## config.mk

```make
export PLATFORM = sky130hd
export DESIGN_NAME = psum_accumulate_buffer
export DESIGN_NICKNAME = d
export VERILOG_FILES = /design/src/rtl/psum_accumulate_buffer.sv
export SDC_FILE = /design/constraint.sdc
export NUM_CORES = 1
export LEC_CHECK = 0
export BUFFER_PORTS_ARGS = -buffer_cell sky130_fd_sc_hd__buf_4
export CAP_MARGIN = 20
export CORE_MARGIN = 5
export CORE_UTILIZATION = 40
export CTS_CLUSTER_SIZE = 20
export DETAILED_ROUTE_END_ITERATION = 6
export GPL_ROUTABILITY_DRIVEN = 0
export SYNTH_ARGS = -nofsm -noshare
export SYNTH_HDL_FRONTEND = slang
export SYNTH_SLANG_ARGS = --single-unit
```

## constraint.sdc

```tcl
create_clock -name clk_i -period 2.55 [get_ports clk_i]
set_clock_uncertainty 0.1 [all_clocks]
set_input_delay 0.51 -clock clk_i [delete_from_list [all_inputs] [get_ports clk_i]]
set_output_delay 0.51 -clock clk_i [all_outputs]
set_load 0.1 [all_outputs]
```

## src/rtl/psum_accumulate_buffer.sv

```systemverilog
// psum_accumulate_buffer: PE-side partial-sum join/accumulate stage.
// Joins local and router psums (saturating) and queues results for the router.
module psum_accumulate_buffer #(
    parameter int DATA_WIDTH = 20,
    parameter int FIFO_DEPTH = 4
) (
    input  logic                              clk_i,
    input  logic                              rst_i,
    input  logic [1:0]                        acc_mode_i,
    input  logic [DATA_WIDTH-1:0]             data_local_i,
    input  logic                              enable_local_i,
    output logic                              ready_local_o,
    input  logic [DATA_WIDTH-1:0]             data_psum_i,
    input  logic                              enable_psum_i,
    output logic                              ready_psum_o,
    output logic [DATA_WIDTH-1:0]             data_o,
    output logic                              enable_o,
    input  logic                              ready_i,
    output logic [$clog2(FIFO_DEPTH):0]       fifo_count_o,
    output logic                              sat_flag_o,
    input  logic                              clear_sat_i
);

    localparam int PW = (FIFO_DEPTH > 1) ? $clog2(FIFO_DEPTH) : 1;
    localparam int CW = $clog2(FIFO_DEPTH) + 1;

    typedef enum logic [1:0] {
        MODE_LOCAL = 2'd0,
        MODE_JOIN  = 2'd1,
        MODE_PSUM  = 2'd2,
        MODE_HOLD  = 2'd3
    } acc_mode_e;

    logic [DATA_WIDTH-1:0] r_mem [FIFO_DEPTH];
    logic [PW-1:0]         r_wr_ptr;
    logic [PW-1:0]         r_rd_ptr;
    logic [CW-1:0]         r_count;
    logic                  r_sat;

    acc_mode_e             w_mode;
    logic                  w_full;
    logic                  w_empty;
    logic                  w_push;
    logic                  w_pop;
    logic                  w_ovf;
    logic [DATA_WIDTH:0]   w_sum;
    logic [DATA_WIDTH-1:0] w_sat_val;
    logic [DATA_WIDTH-1:0] w_wr_data;

    assign w_mode  = acc_mode_e'(acc_mode_i);
    assign w_full  = (r_count == CW'(FIFO_DEPTH));
    assign w_empty = (r_count == '0);

    // Sign-extended sum one bit wider; overflow when the top two bits differ.
    assign w_sum = {data_local_i[DATA_WIDTH-1], data_local_i}
                 + {data_psum_i[DATA_WIDTH-1], data_psum_i};
    assign w_ovf = w_sum[DATA_WIDTH] ^ w_sum[DATA_WIDTH-1];

    // Clamp the wide sum to the signed range of the data width.
    always_comb begin
        w_sat_val = w_sum[DATA_WIDTH-1:0];
        if (w_ovf) begin
            if (w_sum[DATA_WIDTH]) begin
                w_sat_val = {1'b1, {(DATA_WIDTH-1){1'b0}}};
            end else begin
                w_sat_val = {1'b0, {(DATA_WIDTH-1){1'b1}}};
            end
        end
    end

    // Input readies from registered count, mode and the partner enable.
    always_comb begin
        ready_local_o = 1'b0;
        ready_psum_o  = 1'b0;
        if (!rst_i) begin
            case (w_mode)
                MODE_LOCAL: begin
                    ready_local_o = !w_full;
                end
                MODE_JOIN: begin
                    ready_local_o = !w_full && enable_psum_i;
                    ready_psum_o  = !w_full && enable_local_i;
                end
                MODE_PSUM: begin
                    ready_psum_o = !w_full;
                end
                default: begin
                    ready_local_o = 1'b0;
                    ready_psum_o  = 1'b0;
                end
            endcase
        end
    end

    // Accept decision and the word that gets written for it.
    always_comb begin
        w_push    = 1'b0;
        w_wr_data = data_local_i;
        case (w_mode)
            MODE_LOCAL: begin
                w_push    = enable_local_i && ready_local_o;
                w_wr_data = data_local_i;
            end
            MODE_JOIN: begin
                w_push    = enable_local_i && ready_local_o;
                w_wr_data = w_sat_val;
            end
            MODE_PSUM: begin
                w_push    = enable_psum_i && ready_psum_o;
                w_wr_data = data_psum_i;
            end
            default: begin
                w_push    = 1'b0;
                w_wr_data = data_local_i;
            end
        endcase
    end

    assign w_pop = !w_empty && ready_i;

    // Storage array; contents are only observable while counted valid.
    always_ff @(posedge clk_i) begin
        if (w_push) begin
            r_mem[r_wr_ptr] <= w_wr_data;
        end
    end

    // Pointers and occupancy; pointers wrap naturally at the depth.
    always_ff @(posedge clk_i or posedge rst_i) begin
        if (rst_i) begin
            r_wr_ptr <= '0;
            r_rd_ptr <= '0;
            r_count  <= '0;
        end else begin
            if (w_push) begin
                r_wr_ptr <= r_wr_ptr + PW'(1);
            end
            if (w_pop) begin
                r_rd_ptr <= r_rd_ptr + PW'(1);
            end
            case ({w_push, w_pop})
                2'b10:   r_count <= r_count + CW'(1);
                2'b01:   r_count <= r_count - CW'(1);
                default: r_count <= r_count;
            endcase
        end
    end

    // Sticky saturation flag; a new clamp wins over a clear.
    always_ff @(posedge clk_i or posedge rst_i) begin
        if (rst_i) begin
            r_sat <= 1'b0;
        end else if (w_push && (w_mode == MODE_JOIN) && w_ovf) begin
            r_sat <= 1'b1;
        end else if (clear_sat_i) begin
            r_sat <= 1'b0;
        end
    end

    assign enable_o     = !w_empty;
    assign data_o       = w_empty ? '0 : r_mem[r_rd_ptr];
    assign fifo_count_o = r_count;
    assign sat_flag_o   = r_sat;

endmodule
```

After elaboration in Yosys (flattened, before gate mapping)
Memory sizes are Yosys's and may differ from the RTL's.
Index checks and enable logic that the tools add are counted.

storage, ports and cells
  register bits after elaboration = 8
  memories kept = 1
  output and inout port bits = 27
  word-level logic and storage cells = 44
  input port bits = 48
  bits in writable memories = 80

operators by class
  multiplexer cells = 14
  equality and inequality tests = 5
  add/subtract/negate cells = 5
  reduce and logical (&&, ||, !) cells = 14
  bitwise logic cells = 1

memories
  memory  depth  bits a word  read ports  clocked after Yosys merged registers in  write ports  RTL line  text
  r_mem   4      20           1           0                                        1            34        logic [DATA_WIDTH-1:0] r_mem [FIFO_DEPTH];

operator list
  operator                                                            count
  20-bit 2-to-1 mux                                                   3
  20-bit case mux with 2 select lines                                 1
  20-bit by 20-bit adder with 21-bit output                           1
  1-bit logical AND                                                   7
  1-bit 2-to-1 mux                                                    6
  1-bit case mux with 2 select lines                                  3
  3-bit case mux with 2 select lines                                  1
  2-bit by 1-bit adder with 2-bit output, second input constant       2
  2-bit by 1-bit == test with 1-bit output, second input constant     2
  2-bit == test, second input constant                                2
  2-bit nonzero test                                                  2
  3-bit by 1-bit adder with 3-bit output, second input constant       1
  3-bit == test, second input constant                                1
  3-bit logical NOT                                                   1
  3-bit by 1-bit subtractor with 3-bit output, second input constant  1
  1-bit logical NOT                                                   2
  2-bit logical NOT                                                   1
  2-bit OR reduction                                                  1
  1-bit XOR                                                           1

Longest topological paths before layout
Gate-level depths: netlist of the first run.

  word-level depth = 10
  gate-level depth with buffers = 13
  gate-level depth less buffers = 13

Worst setup path before layout of the first run
Ideal clock, no wire load.

  kind = register to register
  from = register r_count[0] (netlist: fifo_count_o[0])
  to = register r_count[2] (netlist: fifo_count_o[2])
  arrival = 7.632 ns
  setup slack = -5.345 ns
  clock period less this slack = 7.895 ns
  setup time = 0.163 ns
  path buffers = 0
  cell stages (with the launch flop) = 12
  required time = 2.287 ns
  cells stage by stage = dfrtp_1 nor2_1 a2111oi_0 nand3_1 a21oi_1 inv_1 ha_1 inv_1 fa_1 xor2_1 nor2_1 xor2_1

between the ends
  cells in the longest elaborated chain, start to end = 9
  elaborated cells on any way between the ends = 20
  classes of those cells = add/sub (2); eq/ne (3); mux (6); reduce/logical (9)

ends and longest elaborated chain
  what                                                                              RTL line  text
  start, declared                                                                   37        logic [CW-1:0] r_count;
  start signal, assigned                                                            142       2'b10: r_count <= r_count + CW'(1);
  start signal, assigned                                                            143       2'b01: r_count <= r_count - CW'(1);
  start signal, assigned                                                            144       default: r_count <= r_count;
  3-bit == test (*)                                                                 51        assign w_full = (r_count == CW'(FIFO_DEPTH));
  1-bit logical NOT (*)                                                             82, 85
  1-bit logical AND                                                                 82        ready_psum_o = !w_full && enable_local_i;
  1-bit case mux with 2 select lines (*)                                            76        case (w_mode)
  1-bit 2-to-1 mux (*)                                                              75        if (!rst_i) begin
  via ready_psum_o                                                                  15        output logic ready_psum_o,
  1-bit logical AND (*)                                                             109       w_push = enable_psum_i && ready_psum_o;
  1-bit case mux with 2 select lines (*)                                            99        case (w_mode)
  2-bit by 1-bit == test with 1-bit output / 2-bit == test (equally long branches)  141       case ({w_push, w_pop})
  3-bit case mux with 2 select lines / 2-bit nonzero test (equally long branches)   --

Mark *: on every way through the listed nets, which the timed path passes. The rest lies on a longest branch.
A chain may end at the register's enable or synchronous reset.

Final worst setup path of the first run
  from = input port data_local_i[6]
  to = memory r_mem[3][17], data pin

between the ends
  cells in the longest elaborated chain, start to end = 4
  elaborated cells on any way between the ends = 5
  classes of those cells = add/sub (1); mux (3); bitwise (1)

ends and longest elaborated chain
  what                                                   RTL line  text
  start, declared                                        10        input logic [DATA_WIDTH-1:0] data_local_i,
  20-bit by 20-bit adder with 21-bit output (*)          56        + {data_psum_i[DATA_WIDTH-1], data_psum_i};
  20-bit 2-to-1 mux / 1-bit XOR (equally long branches)  63, 57
  20-bit 2-to-1 mux (*)                                  62        if (w_ovf) begin
  20-bit case mux with 2 select lines (*)                99
  via w_wr_data[17]                                      48        logic [DATA_WIDTH-1:0] w_wr_data;
  end, declared                                          34

Marks and branches as above.

==> impl_results.md, run 1 <==
* Status: finished, violations left
* Failing checks: setup timing
* Crit path launch type: input port
* First-pass GRT wire length at between 20,000 and 25,000 um
* P_leak at approximately 2.9 nW
* Worst EP arrival at 2.76 ns
* Hold-fix buffers at CTS at 0
* DRC violations left at 0
* Die Wd at 121 um
* Worst path buffer plus inverter count at 2
* Yosys reg bits at about 90
* Final WS setup at -0.250 ns
* Rel. slew slack at 0.574
* TNS Setup at -14.82 ns
* Slew at the pin closest to its max-slew limit at 0.631 ns
* Fmax at roughly 0.36 GHz
* Number of global-route vias before repair at 3,935
* Vias per cell at around 5.4
* Worst-path clk slew at 0.06 ns
* Pwr Density at 1030 mW/mm^2
* CP Max Fanout at 10
* Fillers at around 940
* Utilization after layout at 0.625
* CTS Sinks at a little under 90
* All-Layer GR Usage at 0.180
* Post-DP HPWL at just over 9000 um
* Post-route ant nets at 0
* # IOs at between 70 and 80
* MaxCap Viol Count at 0
* CP delay by family, top: compound AO/OA/AOI/OAI gates
* Initial antenna violation count at 0
* CP max-delay cell: a221o_2
* Final setup violation count at 76
* Clk buf depth at 2
* CTS root buf: clkbuf_16
* Crit path top cell by count: nor2_1
* Number of flops mapped to enable cells by yosys at 80
* Global route overflow at 0
* Cells after synthesis at around 390
* Total wire length at about 13,000 um
* Period minus WS final at 2.80 ns
* DIE HEIGHT at 121 um
* Async SR Flop Fraction at 0.0909
* Final Non-Filler Cells at 694
* Clock Latency Late Sink at 0.33 ns
* H-tree level count at 3
* Port buffer count at 74
* Worst min-delay path class: input port to async pin
* Synth warnings at 0
* Post-synth cell types at 50
* Min Hold Slack at 0.0820 ns
* Cells after DPL at 670
* WS Path Type: input port to flip-flop
* Required time of the worst setup path at ~2.5 ns
* Wire per inst at 18.2 um
* DR vias at around 3,700
* Tcrit/Tclk final at 1.10
* Initial DRT Pass Iterations at 4
* Avg Cell Area, Syn at roughly 13 um^2
* # diodes at 0
* Core area at 0.0120 mm^2
* Syn nets at 464
* DR iter-0 viols at between 100 and 150
* Synth-to-Final Area Change at 52.9%
* Kind of end point of the critical path: flip-flop
* CTS Buf Count at 9
* FP Rows at 40
* Final Max Slew Viols at 0
* TritonCTS clock tree: built
* Pin count of the biggest net entering global routing at 22
* Share of layout cells above drive strength 1 at 0.536
* Worst path cell trace: buf_4 -> ha_1 -> nor2_1 -> nor4_1 -> a211oi_2 -> nor2_1 -> a221o_2 -> xnor2_2 -> buf_6 -> nor4b_4 -> o21ai_4
* Final #Nets at 621
* DIE AREA at between 0.01 and 0.015 mm^2
* RSZ-0062 raised after global routing: true
* Max stage delay on crit path at ~0.46 ns
* Initial core utilization at 0.409
* Post-Syn Area at 0.00491 mm^2
* Hold Fails Final Rpt at 0
* Sequential-to-total area share from yosys stat at 0.530
* Maximum VDD drop at just under 500 uV
* Main synth FF type: edfxtp_1
==> flip-flops by register name, summed over array words and instances, names as in the netlist <==
name	count
r_mem	80
sat_flag_o	1
r_rd_ptr	2
r_wr_ptr	2
fifo_count_o	3
==> timing repair <==
action	in CTS	in global routing
gates resized for setup	64	35
setup endpoints to repair	78	92
pin swaps	16	12
cloned	3	2
buffers inserted	7	2
==> power by group <==
group	switching (W)	total [W]	internal [W]
registers	0.000101	0.00183	0.00173
clock network	0.000506	0.00136	0.000858
logic	0.00288	0.00451	0.00163
total	0.00349	0.00771	0.00422
==> worst paths after layout <==
kind / from / endpoint / slack [ns] / cells after the start
max in group asynchronous: rst_i / fifo_count_o[1] / 1.98 / 2
min in group clk_i: clear_sat_i / sat_flag_o / 0.24 / 2
setup reg to reg: fifo_count_o[0] / fifo_count_o[2] / 0.21 / 11
setup / recovery: data_local_i[6] / r_mem[3][17] / -0.25 / 11
hold / removal: rst_i / sat_flag_o / 0.08 / 2
hold reg to reg: sat_flag_o / sat_flag_o / 0.42 / 2
==> synth_stat cells (3+ instances only) <==
cell | instances | area [um^2]
a211oi_1 | 6 | 45.0
a21o_1 | 3 | 22.5
a21oi_1 | 14 | 70.1
a22oi_1 | 17 | 128
and2_1 | 27 | 169
clkbuf_1 | 8 | 30.0
dfrtp_1 | 8 | 200
edfxtp_1 | 80 | 2400
ha_1 | 29 | 363
inv_1 | 18 | 67.6
mux4_2 | 20 | 450
nand2_1 | 13 | 48.8
nand2b_1 | 4 | 25.0
nand3_1 | 6 | 30.0
nor2_1 | 32 | 120
nor3_1 | 5 | 25.0
o211ai_1 | 3 | 22.5
o21a_1 | 5 | 37.5
o21ai_0 | 12 | 60.1
o21ai_1 | 17 | 85.1
or3_1 | 4 | 25.0
xnor2_1 | 11 | 96.3
xor2_1 | 7 | 61.3
==> cells in the final DEF (no fill, tap or decap), types with 13 or more instances in the layout <==
cell type and count:
buf_6 20, ha_1 17, buf_4 119, inv_1 13, o21ai_4 17, mux4_2 20
edfxtp_1 80, nor2_1 24, a22oi_1 17, nand2_1 13
==> area by class of cell <==
class                           count  area [um^2]  share of cell area
Clock inverter                      5         80.1              0.0107
Timing Repair Buffer              159         1520               0.202
Inverter                           18         73.8             0.00983
Tap cell                          147          184              0.0245
Sequential cell                    88         2610               0.348
Multi-Input combinational cell    266         2810               0.374
Clock buffer                       11          233              0.0310
==> stage by stage <==
stage,instance area (um^2),power (W),setup WS [ns]
CTS,7340,0.00749,-0.224
floorplan,5250,0.00496,-1.07
global placement,6620,0.00588,-0.625
finish,7510,0.00771,-0.250
detailed placement,6620,0.00591,-0.647
global route,7510,0.00802,-0.363
==> metal layers <==
layer / vias up / share of wire / wire [um] / global-route usage
met5: - / 0 / 0 / 0
met3: 12 / 0.028 / 349 / 0.0248
li1: 1793 / - / - / -
met2: 78 / 0.51 / 6490 / 0.312
met4: 0 / 0.014 / 172 / 0.0510
met1: 1841 / 0.45 / 5650 / 0.236
==> cells by family after synthesis <==
| family | count (synthesis) | synth area share |
|---|---|---|
| muxes | 22 | 0.0957 |
| adders and majority gates | 31 | 0.0820 |
| xor gates and xnor gates | 18 | 0.0321 |
| buffers and inverters | 31 | 0.0250 |
| and+or+nand+nor | 97 | 0.0988 |
| DFF | 88 | 0.530 |
| AOI/OAI and AO/OA | 98 | 0.137 |
Power figures use the tool's default switching activity.
==> run 2, diff against run 1 <==
CORE_MARGIN = not set   (was 5)
RECOVER_POWER = 100   (was not set)
==> impl_results.md, run 2 (synthesized netlist as in run 1, its figures left out) <==
* TritonCTS clock tree: built
* Commonest non-fill, non-tap cell in the layout: buf_4
* Hold Fails Final Rpt at 0 (unchanged)
* Initial core utilization at 0.409 (unchanged)
* Kind of end point of the critical path: flip-flop
* Detail Route met3 WL at 379 um (+8.6%)
* Global route overflow at 0 (unchanged)
* Initial DRT Pass Iterations at 6 (+2)
* Failing checks: DRC, setup timing
* CTS Buf Count at 9 (unchanged)
* Commonest cells after routing, fill and taps aside: 106 x buf_4, 80 x edfxtp_1, 24 x nor2_1
* Pwr Density at 1050 mW/mm^2 (+2.3%)
* First-pass GRT wire length at 19,400 um (-5.5%)
* P_leak at 2.81 nW (-2.5%)
* # diodes at 0 (unchanged)
* Fmax at 0.362 GHz (+1.3%)
* Number of global-route vias before repair at 3,774 (-4.1%)
* # IOs at 75 (unchanged)
* Final Max Slew Viols at 0 (unchanged)
* Worst reg2reg path depth at 7 (-4)
* CTS Sinks at 88 (unchanged)
* CTS root buf: clkbuf_16
* Final Cell Area at 0.00736 mm^2 (-2.1%)
* DIE AREA at 0.0127 mm^2 (-13%)
* Period minus WS final at 2.76 ns (-0.0371 ns)
* Clk buf depth at 2 (unchanged)
* Rel. slew slack at 0.230 (-0.344)
* All-Layer GR Usage at 0.203 (+0.0228)
* Slew at the pin closest to its max-slew limit at 1.16 ns (+0.529 ns)
* Worst EP arrival at 2.82 ns (+0.06 ns)
* H-tree level count at 3 (unchanged)
* Share of layout cells above drive strength 1 at 0.520 (-0.0153)
* Top reg by flops: r_mem
* Vias per cell at 5.36 (-0.20%)
* Fillers at 958 (+2.1%)
* Pin count of the biggest net entering global routing at 22 (unchanged)
* R2R Setup Slk at 0.14 ns (-0.07 ns)
* WS Path Type: input port to flip-flop
* Hold-fix buffers at CTS at 0 (unchanged)
* Total wire length at 12,200 um (-3.8%)
* Tcrit/Tclk final at 1.08 (-0.0145)
* Reg-to-Reg Start: fifo_count_o[0]
* RSZ-0062 raised after global routing: true
* Metal-1 WL at 5170 um (-8.4%)
* Utilization after layout at 0.612 (-0.0129)
* Core area at 0.0120 mm^2 (unchanged)
* DIE HEIGHT at 113 um (-6.6%)
* Post-DP HPWL at 8620 um (-7.1%)
* DR vias at 3,679 (-1.2%)
* DRC violations left at 1 (+1)
* Max layer used: met4
* Post-route ant nets at 0 (unchanged)
* Worst flop-to-flop path endpoint: r_mem[1][17]
* Maximum VDD drop at 571 uV (+16%)
* Place WS at -0.683 ns (-0.0358 ns)
* TNS Setup at -14.98 ns (-0.156 ns)
* Die Wd at 113 um (-6.6%)
* FP Rows at 40 (unchanged)
* Placed inst area at 0.00656 mm^2 (-0.83%)
* Synth-to-Final Area Change at 49.7%
* Status: finished, violations left
* Initial antenna violation count at 0 (unchanged)
* CP Max Fanout at 6 (-4)
* MaxCap Viol Count at 0 (unchanged)
* Worst-path clk slew at 0.06 ns (about the same)
* Port buffer count at 74 (unchanged)
* Final WS setup at -0.213 ns (+0.0371 ns)
* Required time of the worst setup path at 2.61 ns (+0.10 ns)
* Min Hold Slack at 0.130 ns (+0.0478 ns)
* Crit path launch type: input port
* Largest register FFs at 80 (unchanged)
* Wire per inst at 17.7 um (-2.9%)
* DR iter-0 viols at 175 (+34%)
* Final setup violation count at 87 (+14%)
* Met2 wire len at 6550 um (+0.92%)
* Worst min-delay path class: input port to async pin
* Clock Latency Late Sink at 0.33 ns (about the same)
* Final #Nets at 614 (-1.1%)
run 2: cell count changes in the layout (fill, tap and decap cells not counted), sizes merged:
cell    change
buf        -15
clkbuf      +8
run 2: area by class of cell:
| cell class | count | area (um^2) | area share |
|---|---|---|---|
| clock inverters | 5 | 80.1 | 0.0109 |
| inverters | 18 | 73.8 | 0.0100 |
| multi-input cells | 266 | 2790 | 0.379 |
| flip-flops and latches | 88 | 2610 | 0.355 |
| repair buffers | 152 | 1390 | 0.189 |
| well taps | 147 | 184 | 0.0250 |
| clock buffers | 11 | 233 | 0.0316 |
run 2: how the worst max path moves through the flow:
stage | startpoint | slack [ns] | depth (start not counted) | endpoint
2_1_floorplan | acc_mode_i[1] | -1.07 | 13 | fifo_count_o[2]
3_3_place_gp | data_local_i[0] | -0.64 | 14 | r_mem[0][7]
3_5_place_dp | data_local_i[0] | -0.68 | 13 | r_mem[1][0]
4_1_cts | data_psum_i[1] | -0.22 | 12 | r_mem[2][12]
5_1_grt | data_psum_i[1] | -0.29 | 12 | r_mem[2][12]
6_report | data_psum_i[1] | -0.21 | 12 | r_mem[2][12]
run 2: per-layer routing:
metal / global-route usage / vias to the layer above
met2: 0.362 / 69
met1: 0.259 / 1832
met4: 0.0489 / 0
met5: 0 / -
li1: - / 1774
met3: 0.0321 / 4
run 2: through the flow:
| step | power, W | instances |
|---|---|---|
| 6_report | 0.00772 | 687 |
| 5_1_grt | 0.00803 | 687 |
| 4_1_cts | 0.00748 | 684 |
| 3_5_place_dp | 0.00590 | 666 |
| 3_3_place_gp | 0.00586 | 666 |
| 2_1_floorplan | 0.00496 | 385 |
run 2: what timing repair did:
item | CTS | global route
resized for setup | 55 | 54
cloned | 2 | 1
endpoints found under the hold margin | 0 | 0
pin swaps | 18 | 9
setup buffers | 4 | 2
setup endpoints to repair | 77 | 91
run 2: report_power, final:
part / switching [W] / internal (W) / leakage [nW] / total (W)
clock: 0.000496 / 0.000858 / 0.148 / 0.00135
sequential: 0.0000892 / 0.00173 / 0.821 / 0.00182
combinational: 0.00291 / 0.00164 / 1.84 / 0.00455
total: 0.00349 / 0.00423 / 2.81 / 0.00772
run 2: worst max-delay path: stages:
cell       delay, ns
buf_8           0.10
ha_4            0.23
a211oi_2        0.24
o211ai_1        0.16
a211oi_2        0.23
nor2_1          0.09
a221o_2         0.43
buf_6           0.14
nand2b_4        0.06
o2111ai_4       0.19
buf_12          0.22
o21ai_4         0.20
